File: config.mk
export PLATFORM = sky130hd
export DESIGN_NAME = disp_regbus_bridge
export DESIGN_NICKNAME = d
export VERILOG_FILES = /design/src/rtl/disp_regbus_bridge.sv
export SDC_FILE = /design/constraint.sdc
export NUM_CORES = 1
export LEC_CHECK = 0
export CAP_MARGIN = 25
export CORE_MARGIN = 8
export CORE_UTILIZATION = 40
export DETAILED_ROUTE_END_ITERATION = 8
export PLACE_DENSITY = 0.82
export SYNTH_ARGS = -nofsm -noshare
export SYNTH_HDL_FRONTEND = slang
export SYNTH_SLANG_ARGS = --single-unit
File: constraint.sdc
create_clock -name ACLK -period 5.45 [get_ports ACLK]
set_input_delay 0.8175 -clock ACLK [delete_from_list [all_inputs] [get_ports ACLK]]
set_output_delay 0.8175 -clock ACLK [all_outputs]
set_load 0.01 [all_outputs]
File: src/rtl/disp_regbus_bridge.sv
// ---------------------------------------------------------------------------
// disp_regbus_bridge
//
// Purpose:
//   AXI4-Lite slave that initiates the display IP's internal register bus.
//   AW, W and AR each land in a one-entry holding buffer. From IDLE a single
//   transaction at a time is issued to the register bus and answered with an
//   OKAY response. When both a write and a read are waiting, the class that
//   was not granted last wins.
//
// Parameters:
//   AXI_AWIDTH : AXI address width; only bits [15:0] reach the register bus
//   RD_LATENCY : cycles from the RDEN cycle to the cycle RDATA is valid (1..4)
//
// Ports:
//   ACLK, ARST_X            : clock (rising edge), async active-low reset
//   S_AXI_AW* / S_AXI_W*    : AXI4-Lite write address / write data channels
//   S_AXI_B*                : write response channel (BRESP fixed to OKAY)
//   S_AXI_AR* / S_AXI_R*    : read address / read data channels (RRESP OKAY)
//   WRADDR/BYTEEN/WREN/WDATA: register bus write side, WREN is a 1-cycle strobe
//   RDADDR/RDEN/RDATA       : register bus read side, RDEN is a 1-cycle strobe
// ---------------------------------------------------------------------------
module disp_regbus_bridge #(
  parameter int AXI_AWIDTH = 32,
  parameter int RD_LATENCY = 1
) (
  input  logic                  ACLK,
  input  logic                  ARST_X,
  input  logic [AXI_AWIDTH-1:0] S_AXI_AWADDR,
  input  logic                  S_AXI_AWVALID,
  output logic                  S_AXI_AWREADY,
  input  logic [31:0]           S_AXI_WDATA,
  input  logic [3:0]            S_AXI_WSTRB,
  input  logic                  S_AXI_WVALID,
  output logic                  S_AXI_WREADY,
  output logic [1:0]            S_AXI_BRESP,
  output logic                  S_AXI_BVALID,
  input  logic                  S_AXI_BREADY,
  input  logic [AXI_AWIDTH-1:0] S_AXI_ARADDR,
  input  logic                  S_AXI_ARVALID,
  output logic                  S_AXI_ARREADY,
  output logic [31:0]           S_AXI_RDATA,
  output logic [1:0]            S_AXI_RRESP,
  output logic                  S_AXI_RVALID,
  input  logic                  S_AXI_RREADY,
  output logic [15:0]           WRADDR,
  output logic [3:0]            BYTEEN,
  output logic                  WREN,
  output logic [31:0]           WDATA,
  output logic [15:0]           RDADDR,
  output logic                  RDEN,
  input  logic [31:0]           RDATA
);

  typedef enum logic [2:0] {
    S_IDLE,
    S_WR,
    S_BR,
    S_RD,
    S_RW,
    S_RR
  } state_t;

  // Wait-counter terminal value; the RW state lasts RD_LATENCY cycles.
  localparam logic [1:0] LAT_LAST = 2'(RD_LATENCY - 1);

  state_t      r_state;
  logic        r_live;
  logic        r_aw_full;
  logic [15:0] r_aw_addr;
  logic        r_w_full;
  logic [31:0] r_w_data;
  logic [3:0]  r_w_strb;
  logic        r_ar_full;
  logic [15:0] r_ar_addr;
  logic        r_last_wr;
  logic [1:0]  r_cnt;
  logic        r_wren;
  logic [15:0] r_wraddr;
  logic [3:0]  r_byteen;
  logic [31:0] r_wdata;
  logic        r_rden;
  logic [15:0] r_rdaddr;
  logic        r_bvalid;
  logic        r_rvalid;
  logic [31:0] r_rdata;

  logic w_aw_hs;
  logic w_w_hs;
  logic w_ar_hs;
  logic w_wr_pend;
  logic w_rd_pend;
  logic w_grant_wr;
  logic w_grant_rd;
  logic w_unused;

  // Upper address bits are not forwarded to the register bus.
  assign w_unused = &{1'b0, S_AXI_AWADDR[AXI_AWIDTH-1:16],
                      S_AXI_ARADDR[AXI_AWIDTH-1:16]};

  // READYs come purely from registered flags. r_live keeps them low while in
  // reset so every output reads 0 until the first edge after release.
  assign S_AXI_AWREADY = r_live & ~r_aw_full;
  assign S_AXI_WREADY  = r_live & ~r_w_full;
  assign S_AXI_ARREADY = r_live & ~r_ar_full;

  assign w_aw_hs = S_AXI_AWVALID & S_AXI_AWREADY;
  assign w_w_hs  = S_AXI_WVALID  & S_AXI_WREADY;
  assign w_ar_hs = S_AXI_ARVALID & S_AXI_ARREADY;

  assign w_wr_pend = r_aw_full & r_w_full;
  assign w_rd_pend = r_ar_full;

  // Write wins unless a read is also pending and the last grant was a write.
  assign w_grant_wr = (r_state == S_IDLE) & w_wr_pend & (~w_rd_pend | ~r_last_wr);
  assign w_grant_rd = (r_state == S_IDLE) & w_rd_pend & ~w_grant_wr;

  always_ff @(posedge ACLK or negedge ARST_X) begin
    if (!ARST_X) begin
      r_state   <= S_IDLE;
      r_live    <= 1'b0;
      r_aw_full <= 1'b0;
      r_aw_addr <= '0;
      r_w_full  <= 1'b0;
      r_w_data  <= '0;
      r_w_strb  <= '0;
      r_ar_full <= 1'b0;
      r_ar_addr <= '0;
      r_last_wr <= 1'b0;
      r_cnt     <= '0;
      r_wren    <= 1'b0;
      r_wraddr  <= '0;
      r_byteen  <= '0;
      r_wdata   <= '0;
      r_rden    <= 1'b0;
      r_rdaddr  <= '0;
      r_bvalid  <= 1'b0;
      r_rvalid  <= 1'b0;
      r_rdata   <= '0;
    end else begin
      r_live <= 1'b1;

      // Holding buffers load independently; a full buffer blocks its READY,
      // so a load can never coincide with the grant that empties it.
      if (w_aw_hs) begin
        r_aw_full <= 1'b1;
        r_aw_addr <= S_AXI_AWADDR[15:0];
      end
      if (w_w_hs) begin
        r_w_full <= 1'b1;
        r_w_data <= S_AXI_WDATA;
        r_w_strb <= S_AXI_WSTRB;
      end
      if (w_ar_hs) begin
        r_ar_full <= 1'b1;
        r_ar_addr <= S_AXI_ARADDR[15:0];
      end

      // Strobes are single-cycle pulses by default.
      r_wren <= 1'b0;
      r_rden <= 1'b0;

      case (r_state)
        S_IDLE: begin
          if (w_grant_wr) begin
            r_state   <= S_WR;
            r_wren    <= 1'b1;
            r_wraddr  <= r_aw_addr;
            r_byteen  <= r_w_strb;
            r_wdata   <= r_w_data;
            r_aw_full <= 1'b0;
            r_w_full  <= 1'b0;
            r_last_wr <= 1'b1;
          end else if (w_grant_rd) begin
            r_state   <= S_RD;
            r_rden    <= 1'b1;
            r_rdaddr  <= r_ar_addr;
            r_ar_full <= 1'b0;
            r_last_wr <= 1'b0;
          end
        end
        S_WR: begin
          r_state  <= S_BR;
          r_bvalid <= 1'b1;
        end
        S_BR: begin
          if (S_AXI_BREADY) begin
            r_bvalid <= 1'b0;
            r_state  <= S_IDLE;
          end
        end
        S_RD: begin
          r_state <= S_RW;
          r_cnt   <= '0;
        end
        S_RW: begin
          // RDATA is valid in the last RW cycle; capture it at that edge.
          if (r_cnt == LAT_LAST) begin
            r_rdata  <= RDATA;
            r_rvalid <= 1'b1;
            r_state  <= S_RR;
          end else begin
            r_cnt <= r_cnt + 2'd1;
          end
        end
        S_RR: begin
          if (S_AXI_RREADY) begin
            r_rvalid <= 1'b0;
            r_state  <= S_IDLE;
          end
        end
        default: r_state <= S_IDLE;
      endcase
    end
  end

  assign S_AXI_BRESP  = 2'b00;
  assign S_AXI_BVALID = r_bvalid;
  assign S_AXI_RRESP  = 2'b00;
  assign S_AXI_RVALID = r_rvalid;
  assign S_AXI_RDATA  = r_rdata;
  assign WRADDR       = r_wraddr;
  assign BYTEEN       = r_byteen;
  assign WREN         = r_wren;
  assign WDATA        = r_wdata;
  assign RDADDR       = r_rdaddr;
  assign RDEN         = r_rden;

endmodule

# Yosys cells after proc, flatten, opt, wreduce, memory -nomap -nowiden

Cells that the tools add are included.

Flip-flop bits (word level): 182
Input port bits: 139
Output and inout port bits: 111
Word-level logic and storage cells: 92

Add/sub/neg operators: 1
Eq/ne operators: 10
Mux-type cells: 30
Bitwise operators: 17
Reduce and logical (&&, ||, !) cells: 14

Operator list:

| cell                                                            | count |
|---|---|
| 1-bit two-way mux                                               | 20 |
| 3-bit case mux with 6 select lines                              | 1 |
| 3-bit two-way mux                                               | 5 |
| 1-bit AND                                                       | 11 |
| 2-bit AND reduction                                             | 5 |
| 2-bit inequality test, second input constant                    | 4 |
| 2-bit nonzero test                                              | 4 |
| 3-bit by 2-bit == test with 1-bit output, second input constant | 2 |
| 3-bit == test, second input constant                            | 2 |
| 3-bit AND reduction                                             | 2 |
| 1-bit NOT                                                       | 5 |
| 1-bit case mux with 2 select lines                              | 2 |
| 2-bit case mux with 2 select lines                              | 1 |
| 4-bit AND reduction                                             | 1 |
| 3-bit by 1-bit == test with 1-bit output, second input constant | 1 |
| 3-bit logical NOT                                               | 1 |
| 3-bit inequality test, second input constant                    | 1 |
| 2-bit by 1-bit adder with 2-bit output, second input constant   | 1 |
| 2-bit logical NOT                                               | 1 |
| 2-bit two-way mux                                               | 1 |
| 1-bit OR                                                        | 1 |

# Logic depth before layout (Yosys ltp)

Gate-level depths: netlist (run 1).

Depth after elaboration: 8
Depth in mapped cells: 7
Mapped depth without buffers: 5

# Worst setup path after synthesis (run 1)

Ideal clock, no wire load.

Kind: register -> register
From: reg r_state[1]
To: reg r_wraddr[10] (netlist: WRADDR[10])
Setup time: 127 ps
Arrival: 1,705 ps
Required time: 5,323 ps
Setup slack: 3,617 ps
Stages on the path, launching flop included: 8
Path buffers: 3
Clock period less this slack: 1,833 ps
Cells stage by stage: dfrtp_1 -> buf_6 -> nor3_4 -> or3b_1 -> buf_6 -> inv_8 -> buf_6 -> mux2_1

Longest elaborated chain between the ends: 4

RTL lines:

| what                                   | line     | source |
|---|---|---|
| from (decl)                            | 67       | `state_t r_state;` |
| from (signal assigned)                 | 120      | `r_state <= S_IDLE;` |
| from (signal assigned)                 | 166      | `r_state <= S_WR;` |
| from (signal assigned)                 | 175      | `r_state <= S_RD;` |
| 3-bit logical NOT *                    | 115, 163 |  |
| 1-bit AND (2 in series)                | 115      | `assign w_grant_wr = (r_state == S_IDLE) & w_wr_pend & (~w_rd_pend \| ~r_last_wr);` |
| 2-bit AND reduction (no source line) * | n/a      |  |
| to (signal assigned)                   | 168      | `r_wraddr <= r_aw_addr;` |
| to (decl)                              | 79       | `logic [15:0] r_wraddr;` |

Every way passes the cells marked *; elsewhere a longest branch is shown, timed or not.
A chain may end at the register's enable or synchronous reset.

# Final worst setup path (run 1)

From: reg r_ar_full
To: out S_AXI_ARREADY

Longest elaborated chain between the ends: 2

RTL lines:

| what                   | line | source |
|---|---|---|
| from (decl)            | 74   | `logic r_ar_full;` |
| from (signal assigned) | 127  | `r_ar_full <= 1'b0;` |
| from (signal assigned) | 155  | `r_ar_full <= 1'b1;` |
| from (signal assigned) | 178  | `r_ar_full <= 1'b0;` |
| 1-bit NOT              | 105  | `assign S_AXI_ARREADY = r_live & ~r_ar_full;` |
| 1-bit AND              | 105  |  |
| to (decl)              | 41   | `output logic S_AXI_ARREADY,` |

Every way passes these cells.

==> results of run 1 <==
-- path summary, 6_finish.rpt --
kind                                  from  slack [ns]         endpoint  cells after the start
worst max-delay path             r_ar_full        2.92    S_AXI_ARREADY                      2
worst min-delay path                ARST_X        0.43        WRADDR[5]                      1
worst max register to register  r_state[0]        3.21         WDATA[3]                      4
worst min register to register   WRADDR[7]        0.48        WRADDR[7]                      1
max in group asynchronous           ARST_X        3.78  S_AXI_RDATA[17]                      2
min in group ACLK                WRADDR[7]        0.48        WRADDR[7]                      1
-- metrics by stage --
| stage | area (um^2) | util | worst slack (ns) | power [uW] | hold slack, ns |
|---|---|---|---|---|---|
| after CTS | 9810 | 0.571 | 2.89 | 5900 | 0.447 |
| final | 9810 | 0.571 | 2.92 | 5800 | 0.432 |
| after global routing | 9810 | 0.571 | 2.79 | 6150 | 0.473 |
| after floorplan | 6990 | - | 3.62 | 3550 | 0.452 |
| after detailed placement | 9250 | 0.539 | 2.89 | 4720 | 0.470 |
| after global placement | 9250 | 0.539 | 2.92 | 4550 | 0.462 |
-- routing by layer --
layer,share of wire,vias up,global-route usage
met5,0,-,0
met4,0.021,0,0.0535
met3,0.081,23,0.0650
met2,0.51,144,0.255
met1,0.39,2160,0.164
li1,-,1936,-
-- area by class of cell --
type | instances | area share
clock inverter | 15 | 0.0139
clock buffer | 17 | 0.0433
timing repair buffer | 216 | 0.220
sequential | 182 | 0.464
multi-input combinational | 223 | 0.227
inverter | 7 | 0.00344
tap | 225 | 0.0287
-- cells in the final DEF (no fill, tap or decap) --
cell type / instances
mux2_1: 62
and2_1: 1
nand2b_1: 2
dfrtp_1: 182
clkinvlp_4: 3
a21oi_1: 5
buf_6: 1
nor2_1: 8
a21o_1: 2
clkinv_4: 2
nor3b_1: 1
or3b_1: 1
nand2_1: 5
clkinv_8: 1
and3_1: 1
mux2_2: 106
buf_4: 3
o32a_1: 1
o311ai_0: 1
a22o_1: 1
nor2b_1: 5
nand2_2: 1
o22a_1: 1
inv_8: 3
inv_6: 6
a211oi_1: 1
or2_2: 1
o21ai_0: 4
clkinv_2: 1
clkdlybuf4s50_1: 212
a21boi_0: 1
a311oi_1: 2
ha_1: 1
a31oi_1: 1
o211ai_2: 1
nor3_4: 1
conb_1: 5
clkbuf_16: 17
inv_1: 6
or3_1: 1
-- registers in the layout (all words and copies together), names as in the netlist --
register and flops:
r_w_data 32, S_AXI_RVALID 1, WDATA 32, r_aw_full 1, RDEN 1, S_AXI_BVALID 1, r_ar_addr 16, WREN 1
r_aw_addr 16, r_last_wr 1, r_live 1, r_cnt 2, r_state 3, S_AXI_RDATA 32, WRADDR 16, r_w_full 1
r_ar_full 1, BYTEEN 4, RDADDR 16, r_w_strb 4
-- worst reg2reg max path: stages, from the launching register on --
cell	delay, ns
dfrtp_1	0.51
nor3_4	0.28
or3b_1	0.54
inv_8	0.35
mux2_1	0.44
-- logic make-up after synthesis --
logic type,Yosys count,share of synthesized area
DFF,182,0.652
muxes,168,0.271
buffers and inverters,30,0.0306
and+or+nand+nor,28,0.0220
AOI/OAI and AO/OA,21,0.0211
other,2,0.00108
adders and majority gates,1,0.00179
-- power by group --
part | switching, uW | leakage [uW] | internal (uW)
logic | 858 | 0.00171 | 1370
clock network | 558 | 0.000268 | 603
registers | 377 | 0.00217 | 2030
==> qor.csv, run 1 <==
stage;metric;value;unit
outcome;status;complete, no violations;
timing;Slew headroom;0.377;
floorplanning;FP Rows;48;
logic_synthesis;Mapped Area;6980;um^2
power_and_ir_drop;VDD IR max;0.265;mV
place;HPWL after DPL;11900;um
floorplanning;Die X;148;um
power_and_ir_drop;Lkg Pwr;0.00416;uW
detailed_routing;Via-to-Cell Ratio;4.82;
critical_path;CP max-delay cell;clkdlybuf4s50_1;
critical_path;Setup crit end kind;output pin;
grt;GRT Util Overall;0.150;
timing;Worst Tran Pin Value;0.931;ns
final_layout;# fillers;1388;
run;max_cap viols;0;
final_layout;layout cells sized above 1;0.223;
grt;first-pass GRT wire length;25800;um
detailed_routing;DR pass1 iterations;4;
timing;number of setup violations in the final report;0;
logic_synthesis;Synth area leaders;dfrtp_1, mux2_2, mux2_1;
worst_hold_path;min-delay worst type;in -> async;
detailed_routing;post-route ant nets;0;
timing;fin. max-slew vios;0;
final_layout;Reg area;4550;um^2
cts;CTS Sinks;182;
timing;Peak Freq;395;MHz
cts;Post-CTS Setup Bufs;0;
floorplanning;Die Height;148;um
logic_synthesis;Synth cell types;35;
floorplanning;Core Box Area;17200;um^2
timing;RSZ-0062 raised after global routing;false;
critical_path;crit-path leading delay family;buffers and inverters;
final_layout;non-filler cells, final;885;
critical_path;Crit Path Class;reg -> out;
logic_synthesis;top-area cell type share of the netlist area;0.652;
logic_synthesis;synth warn;0;
final_layout;footprint of the multi-input gates;2230;um^2
timing;Tcrit/Tclk final;0.465;
logic_synthesis;Synth Instances;432;
final_layout;n_diodes;0;
cts;H-tree lvl count;4;
logic_synthesis;ys flop type;dfrtp_1;
logic_synthesis;sequential fraction of the synthesis area;0.652;
grt;remaining global-route overflow;0;
grt;initial antenna violation count;0;
critical_path;Crit path buffers/inverters;1;
critical_path;slowest cell delay on critical path;0.61;ns
final_layout;P&R area growth vs syn;40.6;%
cts;CTS root buffer;clkbuf_16;
detailed_routing;final wirelength;16200;um
place;RD Place Congestion;0.768;
grt;vias in the first global route;4795;
grt;largest net degree at the start of global routing;83;
critical_path;critical path, cell by cell;nor2b_1 > clkdlybuf4s50_1;
timing;final hold violation count;0;
final_layout;nets;787;
cts;Clock Path Buffers;2;
power_and_ir_drop;total power divided by cell area;591;nW/um^2
place;Buffers on Ports;213;
cts;CTS tree;built;
logic_synthesis;post-synthesis async set-or-reset flop share;1.00;
critical_path;WP data arrival;1.72;ns
logic_synthesis;mean post-synth cell area;16.2;um^2
logic_synthesis;Post-synth EDFFs;0;
detailed_routing;detailed-route via count;4263;
detailed_routing;WL/cell;18.3;um
logic_synthesis;Seq cells post-synth;182;
critical_path;Worst Path Required;4.63;ns
detailed_routing;DRC viols;0;
cts;# resized after CTS;0;
cts;CTS Buf Count;17;
logic_synthesis;most common library cells after synthesis;dfrtp_1, mux2_2, mux2_1, buf_2, nor2_1;
critical_path;Max FO, Critical Path;7;
timing;Fin Clk Skew;0.00818;ns
timing;setup TNS;0;ns
floorplanning;Die ar.;21900;um^2
floorplanning;Boundary Pins;250;
place;Inst Count DP;853;
cts;Clock Latency Late Sink;0.42;ns
timing;min Tclk post-route;2.53;ns
logic_synthesis;top-count cell post-synth;dfrtp_1;
logic_synthesis;area leader, netlist;dfrtp_1;
cts;Clock transition at path regs;0.07;ns
detailed_routing;DR iter-0 viols;160;
floorplanning;Starting Density;0.406;
cts;hold_buf cts;0;
critical_path;Startpoint Class;register;
No activity file was read; power rests on OpenSTA's default activity.
==> inputs of run 2 (changes only) <==
Clock period 5.45 ns to 2.35 ns, I/O delays scaled along.
==> qor.csv, run 2 (synthesis gave the netlist of run 1 again) <==
stage;metric;value;unit;change
critical_path;Setup crit end kind;output pin;;
cts;CTS root buffer;clkbuf_16;;
floorplanning;FP Rows;48;;unchanged
cts;Post-CTS Setup Bufs;0;;unchanged
timing;Tcrit/Tclk final;0.892;;
outcome;status;complete, no violations;;
timing;fin. max-slew vios;0;;unchanged
cts;hold_buf cts;1;;+1
grt;largest net degree at the start of global routing;54;;-35%
critical_path;Crit path buffers/inverters;2;;+1
power_and_ir_drop;VDD IR max;0.650;mV;+150%
critical_path;Worst Path Required;2.00;ns;-2.63 ns
detailed_routing;DR iter-0 viols;160;;unchanged
place;Buffers on Ports;213;;unchanged
floorplanning;Die ar.;21900;um^2;unchanged
power_and_ir_drop;sw frac;0.295;;-0.0142
detailed_routing;DR pass1 iterations;4;;unchanged
power_and_ir_drop;combinational share of power;0.387;;+0.003
critical_path;critical path, cell by cell;buf_4 > nor2b_1 > clkdlybuf4s50_1;;
grt;first-pass GRT wire length;26100;um;+0.99%
timing;setup TNS;0;ns;unchanged
detailed_routing;DRT met1 WL;6030;um;-4.3%
timing;Peak Freq;477;MHz;
grt;initial antenna violation count;0;;unchanged
power_and_ir_drop;internal power;9640;uW;+140%
power_and_ir_drop;Sw Pwr;4030;uW;+130%
final_layout;final core utilization;0.581;;+0.00940
critical_path;Max FO, Critical Path;6;;-1
detailed_routing;Via-to-Cell Ratio;4.77;;-0.98%
cts;H-tree lvl count;4;;unchanged
final_layout;most common cell after layout, fill and taps aside;clkdlybuf4s50_1;;
critical_path;slowest cell delay on critical path;0.60;ns;about the same
critical_path;WP data arrival;1.74;ns;+0.02 ns
timing;number of setup violations in the final report;0;;unchanged
timing;final hold violation count;0;;unchanged
final_layout;layout cells sized above 1;0.231;;+0.00862
timing;RSZ-0062 raised after global routing;false;;
grt;GRT Util Overall;0.151;;+0.00124
detailed_routing;WL/cell;18.1;um;-1.1%
final_layout;most frequent cells in the layout;clkdlybuf4s50_1, dfrtp_1, mux2_2, mux2_1, clkbuf_16;;
power_and_ir_drop;total power divided by cell area;1370;nW/um^2;+130%
place;HPWL after DPL;12100;um;+1.9%
grt;remaining global-route overflow;0;;unchanged
cts;Clock Path Buffers;2;;unchanged
final_layout;post-route cell area;9980;um^2;+1.6%
place;RD Place Congestion;0.761;;-0.92%
final_layout;P&R area growth vs syn;42.9;%;
cts;Clock Latency Late Sink;0.41;ns;about the same
cts;CTS tree;built;;
power_and_ir_drop;Clk pwr share;0.209;;+0.009
worst_hold_path;min-delay worst type;in -> async;;
detailed_routing;detailed-route via count;4269;;+0.14%
final_layout;nets;798;;+1.4%
detailed_routing;post-route ant nets;0;;unchanged
power_and_ir_drop;Lkg Pwr;0.00424;uW;+1.9%
timing;min Tclk post-route;2.10;ns;
power_and_ir_drop;Final Power;13700;uW;+140%
final_layout;Reg area;4550;um^2;unchanged
place;Placed Area;9370;um^2;+1.2%
timing;Slew headroom;0.389;;+0.0112
floorplanning;Boundary Pins;250;;unchanged
power_and_ir_drop;sequential power share;0.404;;-0.012
floorplanning;Die Height;148;um;unchanged
run;max_cap viols;0;;unchanged
timing;Fin Clk Skew;0.00683;ns;-0.00135 ns
final_layout;# fillers;1373;;-1.1%
timing;Worst Tran Pin Value;0.914;ns;-0.0163 ns
cts;# resized after CTS;0;;unchanged
floorplanning;Core Box Area;17200;um^2;unchanged
critical_path;stages on the worst setup path;3;;+1
detailed_routing;top routing layer in use;met4;;
detailed_routing;met3 wire length;1370;um;+4.2%
final_layout;footprint of the multi-input gates;2230;um^2;unchanged
cts;CTS Sinks;182;;unchanged
critical_path;Startpoint Class;register;;
floorplanning;Starting Density;0.406;;unchanged
timing;Hold Slack;0.445;ns;+0.0131 ns
detailed_routing;DRC viols;0;;unchanged
detailed_routing;final wirelength;16200;um;about the same
critical_path;Crit Path Class;reg -> out;;
grt;vias in the first global route;4778;;-0.35%
final_layout;n_diodes;0;;unchanged
cts;Clock transition at path regs;0.07;ns;about the same
detailed_routing;met2 routed WL;8440;um;+2.6%
critical_path;Reg2Reg Depth;4;;unchanged
critical_path;CP max-delay cell;clkdlybuf4s50_1;;
critical_path;crit-path leading delay family;buffers and inverters;;
floorplanning;Die X;148;um;unchanged
cts;CTS Buf Count;17;;unchanged
## run 2: cell count changes in the layout (fill, tap and decap cells not counted), moves of 2 or more
cell / previous run / this run
inv_8: 3 / 1
buf_4: 3 / 10
clkbuf_8: 0 / 4
bufinv_16: 0 / 2
inv_6: 6 / 2
buf_12: 0 / 3
## run 2: metal layers
layer | vias to the layer above | track usage
li1 | 1963 | -
met1 | 2149 | 0.163
met2 | 133 | 0.259
met3 | 24 | 0.0623
met4 | 0 | 0.0592
met5 | - | 0
## run 2: final cells by class
| class | count | share of cell area |
|---|---|---|
| clock buffer | 22 | 0.0485 |
| clock inverter | 9 | 0.0117 |
| inverter | 7 | 0.00339 |
| multi-input combinational | 223 | 0.223 |
| sequential | 182 | 0.457 |
| tap | 225 | 0.0282 |
| timing repair buffer | 227 | 0.228 |
## run 2: power groups by stage
stage / Combinational (uW) / Clock, uW / Sequential [uW]
4_1_cts: 5430 / 2950 / 5540
3_5_place_dp: 5410 / 0 / 5590
6_report: 5300 / 2860 / 5520
2_1_floorplan: 2390 / 0 / 5840
3_3_place_gp: 5210 / 0 / 5440
5_1_grt: 5710 / 3090 / 5720
## run 2: path summary, 6_finish.rpt
path | start | to | slack [ns]
hold reg to reg | WDATA[22] | WDATA[22] | 0.48
min in group ACLK | WDATA[22] | WDATA[22] | 0.48
hold / removal | ARST_X | r_aw_addr[8] | 0.44
max in group asynchronous | ARST_X | r_ar_addr[12] | 1.23
setup / recovery | r_ar_full | S_AXI_ARREADY | 0.25
setup reg to reg | r_state[0] | WDATA[5] | 0.26
## run 2: per-stage QoR
step	setup slack, ns	instances
final	0.255	895
after global routing	0.149	895
after CTS	0.223	895
after detailed placement	0.230	863
after global placement	0.289	863
after floorplan	0.517	435
==> inputs of run 3 (changes only) <==
Settings changed: CTS_BUF_LIST set to sky130_fd_sc_hd__clkbuf_4 sky130_fd_sc_hd__clkbuf_8.
==> qor.csv, run 3 (synthesis gave the netlist of run 1 again) <==
stage;metric;value;unit;change
outcome;status;complete, no violations;;
critical_path;CP max-delay cell;clkdlybuf4s50_1;;
cts;CTS root buffer;clkbuf_8;;
critical_path;critical path, cell by cell;buf_4 > nor2b_1 > clkdlybuf4s50_1;;
critical_path;Max FO, Critical Path;6;;unchanged
detailed_routing;detailed-route via count;4269;;unchanged
cts;CTS Sinks;182;;unchanged
cts;Post-CTS Setup Bufs;0;;unchanged
critical_path;WP data arrival;1.78;ns;+0.04 ns
detailed_routing;DR pass1 iterations;4;;unchanged
floorplanning;FP Rows;48;;unchanged
final_layout;n_diodes;0;;unchanged
final_layout;P&R area growth vs syn;40.2;%;
cts;CTS Buf Count;17;;unchanged
floorplanning;Die Height;148;um;unchanged
final_layout;most common cell after layout, fill and taps aside;clkdlybuf4s50_1;;
final_layout;layout cells sized above 1;0.233;;+0.00149
cts;Clock Latency Late Sink;0.44;ns;+0.03 ns
worst_hold_path;min-delay worst type;in -> async;;
cts;Clock transition at path regs;0.09;ns;+0.02 ns
grt;first-pass GRT wire length;26100;um;-0.10%
final_layout;final core utilization;0.570;;-0.0109
critical_path;Setup crit end kind;output pin;;
timing;final hold violation count;0;;unchanged
timing;Tcrit/Tclk final;0.909;;+0.0170
timing;Peak Freq;468;MHz;-1.9%
timing;setup TNS;0;ns;unchanged
timing;Fin Clk Skew;0.0103;ns;+0.00349 ns
final_layout;non-filler cells, final;895;;unchanged
grt;initial antenna violation count;0;;unchanged
floorplanning;Starting Density;0.406;;unchanged
grt;GRT Util Overall;0.151;;-0.000405
cts;hold_buf cts;1;;unchanged
detailed_routing;final wirelength;16200;um;about the same
cts;CTS tree;built;;
floorplanning;Die X;148;um;unchanged
critical_path;Crit path buffers/inverters;2;;unchanged
grt;vias in the first global route;4780;;+0.042%
cts;Clock Path Buffers;2;;unchanged
power_and_ir_drop;VDD IR max;0.610;mV;-6.2%
place;HPWL after DPL;12100;um;unchanged
final_layout;most frequent cells in the layout;clkdlybuf4s50_1, dfrtp_1, mux2_2, mux2_1, clkbuf_8;;
detailed_routing;DR iter-0 viols;175;;+9.4%
floorplanning;Core Box Area;17200;um^2;unchanged
critical_path;Worst Path Required;2.00;ns;about the same
cts;H-tree lvl count;4;;unchanged
floorplanning;Die ar.;21900;um^2;unchanged
grt;largest net degree at the start of global routing;54;;unchanged
detailed_routing;DRC viols;0;;unchanged
critical_path;crit-path leading delay family;buffers and inverters;;
final_layout;nets;798;;unchanged
final_layout;footprint of the multi-input gates;2230;um^2;unchanged
place;Inst Count DP;863;;unchanged
power_and_ir_drop;Lkg Pwr;0.00415;uW;-2.0%
power_and_ir_drop;total power divided by cell area;1320;nW/um^2;-3.4%
place;Buffers on Ports;213;;unchanged
final_layout;# fillers;1401;;+2.0%
floorplanning;Boundary Pins;250;;unchanged
final_layout;Reg area;4550;um^2;unchanged
run;max_cap viols;0;;unchanged
critical_path;Startpoint Class;register;;
timing;Worst Tran Pin Value;0.912;ns;-0.00263 ns
critical_path;slowest cell delay on critical path;0.60;ns;about the same
timing;Slew headroom;0.390;;+0.00176
timing;RSZ-0062 raised after global routing;false;;
grt;remaining global-route overflow;0;;unchanged
timing;fin. max-slew vios;0;;unchanged
detailed_routing;post-route ant nets;0;;unchanged
detailed_routing;WL/cell;18.1;um;about the same
cts;# resized after CTS;0;;unchanged
critical_path;Crit Path Class;reg -> out;;
timing;min Tclk post-route;2.14;ns;+0.0400 ns
detailed_routing;Via-to-Cell Ratio;4.77;;unchanged
place;RD Place Congestion;0.761;;unchanged
timing;number of setup violations in the final report;0;;unchanged
-- run 3: layout make-up --
class                           count  share of cell area
Clock buffer                       22              0.0303
Clock inverter                      9              0.0119
Inverter                            7             0.00345
Multi-Input combinational cell    223               0.228
Sequential cell                   182               0.465
Tap cell                          225              0.0288
Timing Repair Buffer              227               0.233
-- run 3: metal layers --
metal | global-route usage | up-vias | share of wire
li1 | - | 1959 | -
met1 | 0.164 | 2161 | 0.38
met2 | 0.257 | 126 | 0.52
met3 | 0.0629 | 23 | 0.082
met4 | 0.0592 | 0 | 0.021
met5 | 0 | - | 0
-- run 3: power breakdown --
| group | switching [uW] | total (uW) | internal, uW |
|---|---|---|---|
| Combinational | 2060 | 5300 | 3230 |
| Sequential | 800 | 5510 | 4710 |
| Clock | 1080 | 2150 | 1070 |
-- run 3: per-stage QoR --
stage	worst slack (ns)	instance area (um^2)	hold WS (ns)	power, uW
global route	0.128	9790	0.424	13800
CTS	0.173	9790	0.399	13200
detailed placement	0.230	9370	0.336	11000
global placement	0.289	9370	0.326	10600
finish	0.215	9790	0.422	13000
floorplan	0.517	6990	0.0569	8230
-- run 3: worst paths after layout --
kind	startpoint	end	slack, ns	cells past startpoint
min in group ACLK	WDATA[22]	WDATA[22]	0.49	1
max reg2reg	r_state[0]	WDATA[5]	0.26	4
max	r_ar_full	S_AXI_ARREADY	0.21	3
min reg2reg	WDATA[22]	WDATA[22]	0.49	1
min	ARST_X	r_aw_addr[8]	0.42	2
max in group asynchronous	ARST_X	RDADDR[14]	1.26	3
-- run 3: worst reg2reg max path: cells and delay by family, from the launching register on --
family	cells	cell delay [ns]
buf+inv	1	0.38
flops	1	0.41
mux	1	0.40
simple gates	2	0.79
